$ cat config.mk
export PLATFORM = sky130hd
export DESIGN_NAME = line_burst_adapter
export DESIGN_NICKNAME = d
export VERILOG_FILES = /design/src/rtl/line_adapter_pkg.sv /design/src/rtl/line_burst_adapter.sv
export SDC_FILE = /design/constraint.sdc
export NUM_CORES = 1
export LEC_CHECK = 0
export BUFFER_PORTS_ARGS = -buffer_cell sky130_fd_sc_hd__buf_2
export CAP_MARGIN = 20
export CORE_AREA = 4 4 273 275
export CTS_BUF_LIST = sky130_fd_sc_hd__clkbuf_8
export DETAILED_ROUTE_END_ITERATION = 16
export DIE_AREA = 0 0 277 279
export GPL_TIMING_DRIVEN = 0
export PLACE_DENSITY = 0.5
export SYNTH_ARGS = -nofsm -noshare
export SYNTH_HDL_FRONTEND = slang
export SYNTH_SLANG_ARGS = --single-unit
$ cat constraint.sdc
create_clock -name clk -period 2.1 [get_ports clk]
set_input_delay 0.315 -clock clk [delete_from_list [all_inputs] [get_ports clk]]
set_output_delay 0.315 -clock clk [all_outputs]
set_load 0.02 [all_outputs]
$ cat src/rtl/line_adapter_pkg.sv
// Shared defaults and FSM state encoding for the cache-line to memory-burst adapter.
package line_adapter_pkg;

   localparam int DEF_CACHE_LINE_WIDTH = 256;
   localparam int DEF_BURST_LEN        = 4;
   localparam int DEF_BURST_WIDTH      = DEF_CACHE_LINE_WIDTH / DEF_BURST_LEN;

   typedef enum logic [1:0] {
      IDLE  = 2'd0,
      READ  = 2'd1,
      WRITE = 2'd2,
      DONE  = 2'd3
   } state_t;

endpackage

$ cat src/rtl/line_burst_adapter.sv
// Converts one upstream cache-line fill/writeback into BURST_LEN memory beats.
//
// Memory handshake: while read_o or write_o is high, every cycle with resp_i=1
// transfers exactly one beat (burst_i captured on a read, burst_o consumed on a
// write); resp_i=0 is a wait cycle. Upstream holds read_i/write_i until the
// single-cycle resp_o pulse and drops it the following cycle.
module line_burst_adapter
   import line_adapter_pkg::*;
#(
   parameter int CACHE_LINE_WIDTH = DEF_CACHE_LINE_WIDTH,
   parameter int BURST_LEN        = DEF_BURST_LEN,
   parameter int ADDR_WIDTH       = 32
) (
   input  logic                                  clk,
   input  logic                                  rst,
   input  logic [ADDR_WIDTH-1:0]                 address_i,
   input  logic                                  read_i,
   input  logic                                  write_i,
   input  logic [CACHE_LINE_WIDTH-1:0]           line_i,
   output logic [CACHE_LINE_WIDTH-1:0]           line_o,
   output logic                                  resp_o,
   output logic [ADDR_WIDTH-1:0]                 address_o,
   output logic                                  read_o,
   output logic                                  write_o,
   input  logic [CACHE_LINE_WIDTH/BURST_LEN-1:0] burst_i,
   output logic [CACHE_LINE_WIDTH/BURST_LEN-1:0] burst_o,
   input  logic                                  resp_i,
   output state_t                                state_o
);

   localparam int BW  = CACHE_LINE_WIDTH / BURST_LEN;
   localparam int CW  = $clog2(BURST_LEN);
   localparam int OFS = $clog2(CACHE_LINE_WIDTH / 8);
   localparam logic [CW-1:0] LAST_BEAT = CW'(BURST_LEN - 1);

   state_t                      state_q, state_d;
   logic [CW-1:0]               cnt_q, cnt_d;
   logic [ADDR_WIDTH-1:0]       addr_q, addr_d;
   logic [CACHE_LINE_WIDTH-1:0] wline_q, wline_d;
   logic [CACHE_LINE_WIDTH-1:0] rline_q, rline_d;
   logic                        read_q, read_d;
   logic                        write_q, write_d;
   logic                        resp_q, resp_d;

   // Next-state and datapath: accept in IDLE, count beats, pulse resp in DONE.
   always_comb begin
      state_d = state_q;
      cnt_d   = cnt_q;
      addr_d  = addr_q;
      wline_d = wline_q;
      rline_d = rline_q;
      read_d  = read_q;
      write_d = write_q;
      resp_d  = 1'b0;
      case (state_q)
         IDLE: begin
            if (write_i || read_i) begin
               addr_d          = address_i;
               addr_d[OFS-1:0] = '0;
               wline_d         = line_i;
               cnt_d           = '0;
               if (write_i) begin
                  state_d = WRITE;
                  write_d = 1'b1;
               end else begin
                  state_d = READ;
                  read_d  = 1'b1;
               end
            end
         end
         READ: begin
            if (resp_i) begin
               rline_d[int'(cnt_q)*BW +: BW] = burst_i;
               cnt_d = cnt_q + CW'(1);
               if (cnt_q == LAST_BEAT) begin
                  state_d = DONE;
                  read_d  = 1'b0;
                  resp_d  = 1'b1;
               end
            end
         end
         WRITE: begin
            if (resp_i) begin
               cnt_d = cnt_q + CW'(1);
               if (cnt_q == LAST_BEAT) begin
                  state_d = DONE;
                  write_d = 1'b0;
                  resp_d  = 1'b1;
               end
            end
         end
         DONE: begin
            // Upstream still shows its request here; returning to IDLE without
            // looking at it keeps the same request from being taken twice.
            state_d = IDLE;
         end
         default: begin
            state_d = IDLE;
            read_d  = 1'b0;
            write_d = 1'b0;
         end
      endcase
   end

   // State and output registers; reset aborts any transfer and drops the partial line.
   always_ff @(posedge clk) begin
      if (rst) begin
         state_q <= IDLE;
         cnt_q   <= '0;
         addr_q  <= '0;
         wline_q <= '0;
         rline_q <= '0;
         read_q  <= 1'b0;
         write_q <= 1'b0;
         resp_q  <= 1'b0;
      end else begin
         state_q <= state_d;
         cnt_q   <= cnt_d;
         addr_q  <= addr_d;
         wline_q <= wline_d;
         rline_q <= rline_d;
         read_q  <= read_d;
         write_q <= write_d;
         resp_q  <= resp_d;
      end
   end

   // Write beat is selected straight from the latched line by the beat counter.
   always_comb begin
      burst_o = '0;
      if (write_q) begin
         burst_o = wline_q[int'(cnt_q)*BW +: BW];
      end
   end

   assign line_o    = rline_q;
   assign resp_o    = resp_q;
   assign address_o = addr_q;
   assign read_o    = read_q;
   assign write_o   = write_q;
   assign state_o   = state_q;

endmodule

# Word-level counts from Yosys, hierarchy flattened

Index checks and enable logic that the tools add are counted.

Multiplexer cells: 19
Reduce and logical (&&, ||, !) cells: 13
Bitwise logic cells: 2
Shift-type cells: 3
Equality and inequality tests: 13
$add $sub $neg: 2

Operator list:

| operator                                                | count |
|---|---|
| bitwise mux 256 bit                                     | 1 |
| variable shift 64 x 33 -> 256 bit, first input constant | 1 |
| indexed part select 256 x 9 -> 64 bit                   | 1 |
| indexed part select 64 x 33 -> 256 bit                  | 1 |
| 2-to-1 mux 64 bit                                       | 1 |
| negator 8 -> 33 bit                                     | 1 |
| inequality test 2 bit, second input constant            | 7 |
| 2-to-1 mux 2 bit                                        | 6 |
| AND reduction 5 bit                                     | 2 |
| 2-to-1 mux 1 bit                                        | 7 |
| == test 2 bit, second input constant                    | 3 |
| one-hot mux 2 bit (3 select lines)                      | 1 |
| AND reduction 3 bit                                     | 2 |
| nonzero test 2 bit                                      | 3 |
| inequality test 2 x 1 -> 1 bit, second input constant   | 2 |
| one-hot mux 1 bit (2 select lines)                      | 2 |
| one-hot mux 2 bit (2 select lines)                      | 1 |
| AND reduction 2 bit                                     | 2 |
| OR reduction 3 bit                                      | 1 |
| adder 2 x 1 -> 2 bit, second input constant             | 1 |
| == test 2 x 1 -> 1 bit, second input constant           | 1 |
| zero test 2 bit                                         | 1 |
| inverter 1 bit                                          | 2 |
| OR reduction 2 bit                                      | 1 |
| logical OR 1 bit                                        | 1 |

Output and inout port bits: 357
Register bits: 546

# Longest topological paths before layout

Depth after elaboration: 4
Depth in mapped cells: 9
Depth with buffers taken out: 5

# Worst setup path after synthesis

OpenSTA, ideal clock, no wires.

Path type: register -> register
From: register cnt_q[1]
To: register rline_q[197] (netlist: line_o[197])
Path slack: -24 ps
Cell stages (with the launch flop): 9
Arrival: 2,054 ps
Required time: 2,030 ps
Clock period less this slack: 2,124 ps
Path through: dfxtp_1 > buf_2 > buf_2 > inv_1 > ha_1 > nor3b_2 > clkbuf_1 > nand3_1 > a21oi_1

Cells in the longest elaborated chain, start to end: 3

Ends and longest elaborated chain:

| what                                                                                               | line                      | source |
|---|---|---|
| start, declared                                                                                    | line_burst_adapter.sv:37  | `logic [CW-1:0] cnt_q, cnt_d;` |
| start signal, assigned                                                                             | line_burst_adapter.sv:118 | `cnt_q <= cnt_d;` |
| negator 8 -> 33 bit *                                                                              | line_burst_adapter.sv:73  | `rline_d[int'(cnt_q)*BW +: BW] = burst_i;` |
| indexed part select 64 x 33 -> 256 bit / variable shift 64 x 33 -> 256 bit (equally long branches) | line_burst_adapter.sv:73  |  |
| bitwise mux 256 bit *                                                                              | line_burst_adapter.sv:73  |  |
| end signal, assigned                                                                               | line_burst_adapter.sv:121 | `rline_q <= rline_d;` |
| end, declared                                                                                      | line_burst_adapter.sv:40  | `logic [CACHE_LINE_WIDTH-1:0] rline_q, rline_d;` |

Every way passes the cells marked *; elsewhere a longest branch is shown, timed or not.
A chain may end at the register's enable or synchronous reset.

# Worst setup path in the final report

From: register cnt_q[0]
To: output port burst_o[47]

Cells in the longest elaborated chain, start to end: 2

Ends and longest elaborated chain:

| what                                  | line                      | source |
|---|---|---|
| indexed part select 256 x 9 -> 64 bit | line_burst_adapter.sv:132 | `burst_o = wline_q[int'(cnt_q)*BW +: BW];` |
| 2-to-1 mux 64 bit                     | line_burst_adapter.sv:131 | `if (write_q) begin` |
| end, declared                         | line_burst_adapter.sv:26  | `output logic [CACHE_LINE_WIDTH/BURST_LEN-1:0] burst_o,` |

Every way passes these cells.

==> impl_metrics.toml <==
[timing]
slew_headroom_pct = 37.2
hold_ws_ns = 0.126
finalCritPeriodShare_pct = 125
report.final.slew_viol_count = 0
tightest_slew_ns = 0.943
finalClockSkew_ns = 0.0386
grt_setup_unrepaired = "true"
setup_violations = 101
clock.fmax_mhz = 381
setup_slack_ns = -0.525
final_hold_viol_count = 0
period_minus_slack_ns = 2.62

[clocking]
worstSkewPairLatency_ns = 0.72
cts_root_buf = "clkbuf_8"
ctsLongestPathBuffers = 3
clock_sinks = 546
cts_buffers = 98
htree_num_levels = 3
cts_tree = "done"
path_clk_slew_ns = 0.06

[cells_and_area]
final_common_cell = "nand2_1"
drive_above_1_share_pct = 29.2
syn2layout_area_growth_pct = 51.8
fillers = 7430
multi_input_area_um2 = 9420
fin_area_um2 = 32300
regArea_um2 = 10900
final_cell_mix = "nand2_1 (783), buf_2 (722), dfxtp_1 (544)"
fin_nets = 4084

[critical_path]
path_max_fanout = 7
start_kind = "flip-flop"
critPathArrivalTime_ns = 2.31
worstPathRequired_ns = 1.78
end_kind = "output port"
critical_path_class = "flip-flop to output port"

[power]
power_leakage_nw = 14.0
total_power_mw = 34.5
power_density_nw_per_um2 = 1070
vdd_drop_max_mv = 0.613

[synth]
yosysSeqAreaShare_pct = 51.4
netlist_area_um2 = 21300
synth_warnings = 0
synth_flop_cell = "dfxtp_1"
yosys.area.top_type = "dfxtp_1"
netlist_instances = 2544
async_flop_share_pct = 0
postSynthAreaPerCell_um2 = 8.36
synthTopCellsByArea = "dfxtp_1 (51%), nand2_1 (14%), a21oi_1 (11%)"
ys_types = 42
synth_edf_count = 0
synth_top_area_share_pct = 51.4
ys_ff_latch = 546

[floorplan]
start_util_pct = 29.4
ios = 714
dieArea_um2 = 77300
die_h_um = 279
fp.dieW_um = 277
rows = 99
core_area_um2 = 72300

[global_route]
grt.total_usage_pct = 24.7
antenna_found_initial = 18
grt_pass1_vias = 23000
grt.overflow.total = 0
grt_pass1_wl_mm = 146
grt_max_degree = 16

[hold_path]
min_path_type = "primary input to flip-flop"

[status]
violations = "negative setup slack"
status = "finished with violations"

[place]
place_area_um2 = 26000
io_buffers = 702
gp_congestion = 0.875
dp_hpwl_mm = 73.7
post-place-ws_ns = -1.40

[routing]
drt-wirelength-per-cell_um = 21.0
viasPerCell = 4.83
finalWirelength_mm = 100
route.detailed.drc = 0
drtPass1Iterations = 5
drt-initial-drc-count = 1409
drtAntennaViolNets = 0
dr_total_vias = 23000

[job]
max-cap-violations = 0
==> logic make-up after synthesis <==
group / count (synthesis) / synth area share [%]
mux: 67 / 6.92
flops: 546 / 51.4
buf+inv: 233 / 5.12
other cells: 1 / 0.0176
compound gates: 555 / 13.2
simple gates: 1129 / 22.6
fa+ha+maj: 13 / 0.764
==> synthesized netlist by cell type, types with 2 or more instances <==
cell type and count:
buf_2 62, nand2_1 783, a21oi_1 460, mux2i_1 2, nand2b_1 3, buf_6 3, clkbuf_1 126, o21a_1 2
nor3b_1 3, dfxtp_1 546, mux4_2 64, and3_1 4, o21ai_0 80, o21ai_1 6, and2_1 64, ha_1 13
buf_4 9, nand3_1 260, nand3b_1 2, buf_1 19, buf_8 7, inv_1 5, a2111o_1 2
==> stage by stage <==
stage	setup TNS, ns	cells	utilization, %
6_report	-30.50	4763	44.7
5_1_grt	-82.37	4761	44.7
4_1_cts	-44.34	4743	44.4
3_5_place_dp	-369.26	4210	36.0
3_3_place_gp	-354.47	4209	36.0
2_1_floorplan	-0.860	2548	-
==> flip-flops by register name, summed over array words and instances, names as in the netlist <==
register	count
cnt_q	2
write_o	1
resp_o	1
address_o	27
state_o	2
line_o	256
wline_q	256
read_o	1
==> layer usage <==
layer  vias to the layer above  part of all wire [%]  GRT usage, %
met3                       237                   6.4          5.48
met4                         2                   4.4          10.1
li1                      11000                     -             -
met5                         -                 0.013             0
met2                       902                    49          43.0
met1                     10900                    40          29.5
==> worst paths after layout <==
path / start / end / slack, ns / cells past startpoint
setup / recovery: cnt_q[0] / burst_o[47] / -0.52 / 6
hold / removal: resp_i / line_o[69] / 0.13 / 4
setup reg to reg: cnt_q[0] / line_o[243] / -0.04 / 10
hold reg to reg: line_o[222] / line_o[222] / 0.45 / 2
==> power by group <==
part | internal, mW | switching (mW) | leakage [nW]
logic | 4.41 | 7.41 | 8.39
registers | 11.9 | 0.863 | 4.46
clock network | 5.28 | 4.70 | 1.14
total | 21.6 | 13.0 | 14.0
==> worst max-delay path: stages (launching register included) <==
cell and delay (ns):
dfxtp_4 0.35, buf_12 0.16, buf_12 0.15, buf_12 0.14
mux4_2 0.52, and2_4 0.18, buf_6 0.12
==> final cells by class <==
| type | instances | share of cell area (%) |
|---|---|---|
| antenna | 19 | 0.147 |
| clock buffer | 116 | 4.94 |
| clock inverter | 55 | 1.05 |
| timing repair buffer | 1072 | 23.1 |
| tap | 959 | 3.71 |
| multi-input combinational | 1769 | 29.2 |
| inverter | 6 | 0.0697 |
| sequential | 546 | 33.9 |
| buffer | 221 | 3.95 |
==> what timing repair did <==
| item | in CTS | in global routing |
|---|---|---|
| pin swaps | 2 | 0 |
| cloned | 2 | 0 |
| hold buffers | 349 | 0 |
| endpoints found under the setup margin | 591 | 584 |
| endpoints found under the hold margin | 541 | 0 |
| buffers inserted | 17 | 1 |
| resized for setup | 181 | 65 |
No activity file was read; power rests on OpenSTA's default activity.
